## config.mk

```make
export PLATFORM = sky130hd
export DESIGN_NAME = fu_wb_arbiter_flat
export DESIGN_NICKNAME = d
export VERILOG_FILES = /design/src/rtl/fu_wb_if.sv /design/src/rtl/fu_wb_arbiter.sv /design/src/flat_wrapper.sv
export SDC_FILE = /design/constraint.sdc
export NUM_CORES = 1
export LEC_CHECK = 0
export ABC_AREA = 1
export ABC_CLOCK_PERIOD_IN_PS = 5250
export CELL_PAD_IN_SITES_DETAIL_PLACEMENT = 1
export CELL_PAD_IN_SITES_GLOBAL_PLACEMENT = 2
export CORE_ASPECT_RATIO = 0.8
export CORE_UTILIZATION = 35
export DETAILED_ROUTE_END_ITERATION = 16
export DONT_BUFFER_PORTS = 1
export MAX_ROUTING_LAYER = met4
export PLACE_DENSITY_LB_ADDON = 0.1
export SYNTH_ARGS = -nofsm -noshare
export SYNTH_HDL_FRONTEND = slang
export SYNTH_SLANG_ARGS = --single-unit
```

## constraint.sdc

```tcl
create_clock -name clk -period 5.25 [get_ports clk]
set_input_delay 1.05 -clock clk [delete_from_list [all_inputs] [get_ports clk]]
set_output_delay 1.05 -clock clk [all_outputs]
set_load 0.05 [all_outputs]
```

## src/rtl/fu_wb_if.sv

```systemverilog
// Writeback bundle between the functional units and the writeback arbiter.
// The FU side (master) drives done/rd/data. It sees back-pressure through fu_full
// and observes the register-file write and retire reports.
interface fu_wb_if #(
    parameter int N_FU   = 5,
    parameter int DATA_W = 32,
    parameter int RD_W   = 5
);
    logic [N_FU-1:0]        fu_done;
    logic [N_FU*RD_W-1:0]   fu_rd;
    logic [N_FU*DATA_W-1:0] fu_data;
    logic [N_FU-1:0]        fu_full;
    logic                   rf_we;
    logic [RD_W-1:0]        rf_wa;
    logic [DATA_W-1:0]      rf_wd;
    logic                   wb_valid;
    logic [N_FU-1:0]        wb_fu;
    logic                   err_overflow;

    modport master (
        output fu_done, fu_rd, fu_data,
        input  fu_full, rf_we, rf_wa, rf_wd, wb_valid, wb_fu, err_overflow
    );

    modport slave (
        input  fu_done, fu_rd, fu_data,
        output fu_full, rf_we, rf_wa, rf_wd, wb_valid, wb_fu, err_overflow
    );
endinterface

```

## src/rtl/fu_wb_arbiter.sv

```systemverilog
// Writeback arbiter: one holding entry per functional unit (0 ALU, 1 MEM, 2 MUL,
// 3 DIV, 4 JUMP). The single register-file write port is shared round-robin.
// Each retirement is reported so the scoreboard can release the FU.
module fu_wb_arbiter #(
    parameter int N_FU   = 5,
    parameter int DATA_W = 32,
    parameter int RD_W   = 5
) (
    input logic     clk,
    input logic     rst,
    fu_wb_if.slave  bus
);
    localparam int PTR_W = (N_FU > 1) ? $clog2(N_FU) : 1;

    logic [N_FU-1:0]   pend;
    logic [RD_W-1:0]   ent_rd   [N_FU];
    logic [DATA_W-1:0] ent_data [N_FU];
    logic [PTR_W-1:0]  ptr;
    logic              err_q;

    logic [N_FU-1:0]   grant;
    logic [PTR_W-1:0]  grant_idx;
    logic              grant_vld;
    logic [N_FU-1:0]   full;

    logic              vld_p1;
    logic              rf_we_p1;
    logic [RD_W-1:0]   rf_wa_p1;
    logic [DATA_W-1:0] rf_wd_p1;
    logic [N_FU-1:0]   wb_fu_p1;

    // Round-robin pick: scan from the FU after the last winner, wrapping once.
    always_comb begin
        grant     = '0;
        grant_idx = '0;
        grant_vld = 1'b0;
        for (int k = 1; k <= N_FU; k++) begin
            int idx;
            idx = (int'(ptr) + k) % N_FU;
            if (!grant_vld && pend[idx]) begin
                grant_vld  = 1'b1;
                grant[idx] = 1'b1;
                grant_idx  = PTR_W'(idx);
            end
        end
    end

    // A granted entry frees its slot this cycle, so the FU may refill it on the retiring edge.
    assign full = pend & ~grant;

    // Entry control: occupancy, round-robin pointer and the sticky overflow flag.
    always_ff @(posedge clk) begin
        if (rst) begin
            pend  <= '0;
            ptr   <= PTR_W'(N_FU - 1);
            err_q <= 1'b0;
        end else begin
            for (int i = 0; i < N_FU; i++) begin
                if (bus.fu_done[i] && !full[i]) begin
                    pend[i] <= 1'b1;
                end else if (grant[i]) begin
                    pend[i] <= 1'b0;
                end
                if (bus.fu_done[i] && full[i]) begin
                    err_q <= 1'b1;
                end
            end
            if (grant_vld) begin
                ptr <= grant_idx;
            end
        end
    end

    // Entry payload: captured only when the slot accepts the pulse; a dropped pulse leaves it intact.
    always_ff @(posedge clk) begin
        for (int i = 0; i < N_FU; i++) begin
            if (bus.fu_done[i] && !full[i]) begin
                ent_rd[i]   <= bus.fu_rd[i*RD_W +: RD_W];
                ent_data[i] <= bus.fu_data[i*DATA_W +: DATA_W];
            end
        end
    end

    // Retire stage: register the winner; x0 destinations retire without a write.
    always_ff @(posedge clk) begin
        if (rst) begin
            vld_p1   <= 1'b0;
            rf_we_p1 <= 1'b0;
            wb_fu_p1 <= '0;
            rf_wa_p1 <= '0;
            rf_wd_p1 <= '0;
        end else begin
            vld_p1   <= grant_vld;
            wb_fu_p1 <= grant;
            rf_we_p1 <= grant_vld && (ent_rd[grant_idx] != '0);
            if (grant_vld) begin
                rf_wa_p1 <= ent_rd[grant_idx];
                rf_wd_p1 <= ent_data[grant_idx];
            end
        end
    end

    assign bus.fu_full      = full;
    assign bus.rf_we        = rf_we_p1;
    assign bus.rf_wa        = rf_wa_p1;
    assign bus.rf_wd        = rf_wd_p1;
    assign bus.wb_valid     = vld_p1;
    assign bus.wb_fu        = wb_fu_p1;
    assign bus.err_overflow = err_q;
endmodule

```

## src/flat_wrapper.sv

```systemverilog
// flat-port wrapper written by rule: the top's interface ports become plain ports
module fu_wb_arbiter_flat 
#(
    parameter int N_FU   = 5,
    parameter int DATA_W = 32,
    parameter int RD_W   = 5
)
  (clk, rst, bus_fu_done, bus_fu_rd, bus_fu_data, bus_fu_full, bus_rf_we, bus_rf_wa, bus_rf_wd, bus_wb_valid, bus_wb_fu, bus_err_overflow);
  fu_wb_if #(.N_FU(N_FU), .DATA_W(DATA_W), .RD_W(RD_W)) bus_i ();
  input logic clk;
  input logic rst;
  input wire logic [$bits(bus_i.fu_done)-1:0] bus_fu_done;
  input wire logic [$bits(bus_i.fu_rd)-1:0] bus_fu_rd;
  input wire logic [$bits(bus_i.fu_data)-1:0] bus_fu_data;
  output wire logic [$bits(bus_i.fu_full)-1:0] bus_fu_full;
  output wire logic [$bits(bus_i.rf_we)-1:0] bus_rf_we;
  output wire logic [$bits(bus_i.rf_wa)-1:0] bus_rf_wa;
  output wire logic [$bits(bus_i.rf_wd)-1:0] bus_rf_wd;
  output wire logic [$bits(bus_i.wb_valid)-1:0] bus_wb_valid;
  output wire logic [$bits(bus_i.wb_fu)-1:0] bus_wb_fu;
  output wire logic [$bits(bus_i.err_overflow)-1:0] bus_err_overflow;
  assign bus_i.fu_done = bus_fu_done;
  assign bus_i.fu_rd = bus_fu_rd;
  assign bus_i.fu_data = bus_fu_data;
  assign bus_fu_full = bus_i.fu_full;
  assign bus_rf_we = bus_i.rf_we;
  assign bus_rf_wa = bus_i.rf_wa;
  assign bus_rf_wd = bus_i.rf_wd;
  assign bus_wb_valid = bus_i.wb_valid;
  assign bus_wb_fu = bus_i.wb_fu;
  assign bus_err_overflow = bus_i.err_overflow;
  fu_wb_arbiter #(.N_FU(N_FU), .DATA_W(DATA_W), .RD_W(RD_W)) u_core (.clk(clk), .rst(rst), .bus(bus_i));
endmodule
```

==> summary.txt <==
Die
  – Die width: 204 um
  – Chip height: 164 um
  – Row cnt: 58
  – Die area: 33400 um2
  – Core area: 31800 um2
  – I/O pin cnt: 242
  – Starting Density: 36.0%

Route
  – Antenna-violating nets left: 0
  – Routed WL: 38100 um
  – Via Count: 8646
  – Iteration count of the initial detailed-routing pass: 6
  – Wire per inst: 22.3 um
  – Initial drt markers: 509
  – DRC viols: 0
  – Routed vias/inst: 5.07

Synthesis
  – Avg Inst Size Synth: 9.74 um2
  – Sequential fraction of the synthesis area: 57.9%
  – Post-synthesis xor/xnor area fraction: 0.525%
  – Synth Area in Adders: 3.28%
  – Post-Synthesis Cells: 1174
  – Largest family of logic cells by synthesized area: simple AND/OR/NAND/NOR gates
  – Syn Nets: 1396
  – Synthesized area: 11400 um2
  – Synth cell types: 42
  – Mux contribution to synthesized area: 0%
  – Yosys Warn Count: 0
  – Seq cells post-synth: 238
  – Complex-gate fraction of the synthesized area: 9.01%
  – Simple-Gate Fraction of Synth Area: 23.4%

Timing
  – Final setup fails: 0
  – Worst Tran Pin Value: 0.673 ns
  – Setup TNS Final: 0 ns
  – Tmin final: 5.11 ns
  – Setup Skew: 0.0170 ns
  – Fin worst setup slack: 0.144 ns
  – Final period util: 97.3%
  – Fmax: 196 MHz
  – Fin. max-slew vios: 0
  – Final hold viol count: 0
  – RSZ-0062 raised after global routing: yes
  – Worst rel slew slack: 54.5%

Clock network
  – Clock Path Buffers: 3
  – H-tree depth: 1
  – Clk slew on worst S/H paths: 0.07 ns
  – CTS Hold Bufs: 0
  – CTS Root Cell: clkbuf_16
  – CTS tree: done
  – Clock sinks: 238
  – Skew-Pair Late Insertion Delay: 0.54 ns
  – CTS Buf Count: 25

Global routing
  – Vias in the first global route: 8604
  – Initial antenna violation count: 16
  – All-Layer GR Usage: 23.0%
  – Gr ovfl total: 0
  – Largest net degree at the start of global routing: 47
  – Global-route wire length before repair: 55500 um

Placed design
  – Dpl ws: 0.0990 ns
  – RePlAce Congestion: 0.876
  – Buffers on Ports: 0
  – HPWL after detailed placement: 26800 um

Min path
  – HP Class: reg2reg
  – Hold wc startpoint: u_core.pend[1]$_SDFFE_PP0P_
  – Hold path depth: 2
  – Worst Hold Path EP: u_core.pend[1]$_SDFFE_PP0P_

Worst setup path
  – Crit end category: output pin
  – Reg2reg path depth: 33
  – Worst reg2reg setup slack: 0.75 ns
  – Kind of critical path: reg2out
  – Critical path buffers and inverters: 9
  – CP max stage delay: 0.36 ns
  – Top delay family on crit path: simple AND/OR/NAND/NOR gates
  – Slowest cell on crit path: dfxtp_2
  – Critical path startpoint category: flop
  – Crit-path max FO: 7
  – Reg2reg start: u_core.ptr[1]$_SDFFE_PP0P_
  – Critical Path Stages: 29
  – R2R Path End: u_core.bus.rf_wd[25]$_SDFFE_PP0P_
  – Required time of the critical path: 4.20 ns
  – CP dominant cell by count: nand2_2
  – CP arrival: 4.06 ns

Final layout
  – Share of cells above drive strength 1: 24.2%
  – Nets: 1472
  – Layout overhead on the synthesized area: 21.9%
  – Final core occ: 43.8%
  – Commonest cells after routing, fill and taps aside: nand2_1, edfxtp_1, nor2_1, nand3_1, buf_4
  – Commonest non-fill, non-tap cell in the layout: nand2_1

Status
  – Status: complete, no violations

Job
  – Max Cap Viol: 0
==> per-layer routing <==
metal / vias to the layer above / wire length (um) / global-route usage [%]
met3: 46 / 2990 / 7.56
li1: 4199 / - / -
met1: 4148 / 17900 / 31.3
met5: - / 0 / -
met4: 0 / 556 / 4.24
met2: 253 / 16700 / 33.5
==> sequential cells by signal, summed over array words and instances (netlist names) <==
name                     cells
u_core.pend                  5
u_core.bus.wb_valid          1
u_core.ptr                   3
u_core.bus.rf_we             1
u_core.bus.rf_wd            32
u_core.bus.wb_fu             5
u_core.bus.rf_wa             5
u_core.bus.err_overflow      1
u_core.ent_rd               25
u_core.ent_data            160
==> synthesized netlist by cell type (all sizes together) <==
library cell	count	share of area, %
xor2	4	0.37
a31oi	1	0.055
nand3b	4	0.30
nor3	17	0.83
edfxtp	185	49
nand3	114	5.3
nand2	249	8.5
dfxtp	53	9.3
o21ai	62	2.7
o22ai	3	0.16
nand4	18	1.1
o211ai	70	5.3
inv	104	3.4
clkbuf	15	0.49
clkinv	1	0.033
or2	36	2.0
o311ai	1	0.077
o2111ai	2	0.15
xnor2	2	0.15
a21oi	12	0.56
ha	30	3.3
buf	34	1.9
nor2	157	5.4
==> kinds of logic (layout without fill, tap and decap cells) <==
kind of cell / Yosys count / in the layout
AO/OA/AOI/OAI: 151 / 151
XOR/XNOR: 6 / 6
adder cells (fa/ha/maj): 30 / 30
buffers and inverters: 154 / 249
flip-flops: 238 / 238
other: 0 / 17
AND/OR/NAND/NOR: 595 / 595
==> cell type report <==
class,count,area (um2)
fill,3530,17900
sequential,238,6620
multi-input combinational,782,4630
timing repair buffer,98,941
clock buffer,33,666
tap,420,526
inverter,105,408
clock inverter,13,97.6
antenna,17,42.5
==> worst register-to-register path, delay by kind of cell, from the launching register on <==
kind | cells | cell delay [ns]
fa+ha+maj | 3 | 0.56
buf+inv | 10 | 1.33
xor+xnor | 1 | 0.20
simple gates | 18 | 1.69
flops | 1 | 0.34
compound gates | 1 | 0.33
==> stage by stage <==
stage	hold slack [ns]	instances	cell area, um2
floorplan	0.486	1174	11400
global placement	0.508	1612	12400
detailed placement	0.513	1612	12400
CTS	0.522	1663	13300
global route	0.535	1705	13900
finish	0.502	1706	13900
==> worst max-delay path by stage <==
stage | slack (ns) | endpoint | start
after floorplan | 0.006 | u_core.ent_data[4][0]$_DFFE_PP_ | u_core.ptr[0]$_SDFFE_PP0P_
after global placement | 0.20 | bus_fu_full[0] | u_core.ptr[0]$_SDFFE_PP0P_
after detailed placement | 0.1 | bus_fu_full[0] | u_core.ptr[0]$_SDFFE_PP0P_
after CTS | 0.002 | bus_fu_full[4] | u_core.ptr[1]$_SDFFE_PP0P_
after global routing | -0.08 | bus_fu_full[3] | u_core.ptr[1]$_SDFFE_PP0P_
final | 0.14 | bus_fu_full[1] | u_core.ptr[1]$_SDFFE_PP0P_
==> what timing repair did <==
action,4_1_cts,5_1_grt
cloned,0,0
endpoints found under the setup margin,5,5
buffers inserted,5,26
pin swaps,5,45
gates resized for setup,36,111
Power is not shown: default switching activity piles up to over one toggle a cycle in this logic, so the estimate is an artifact.
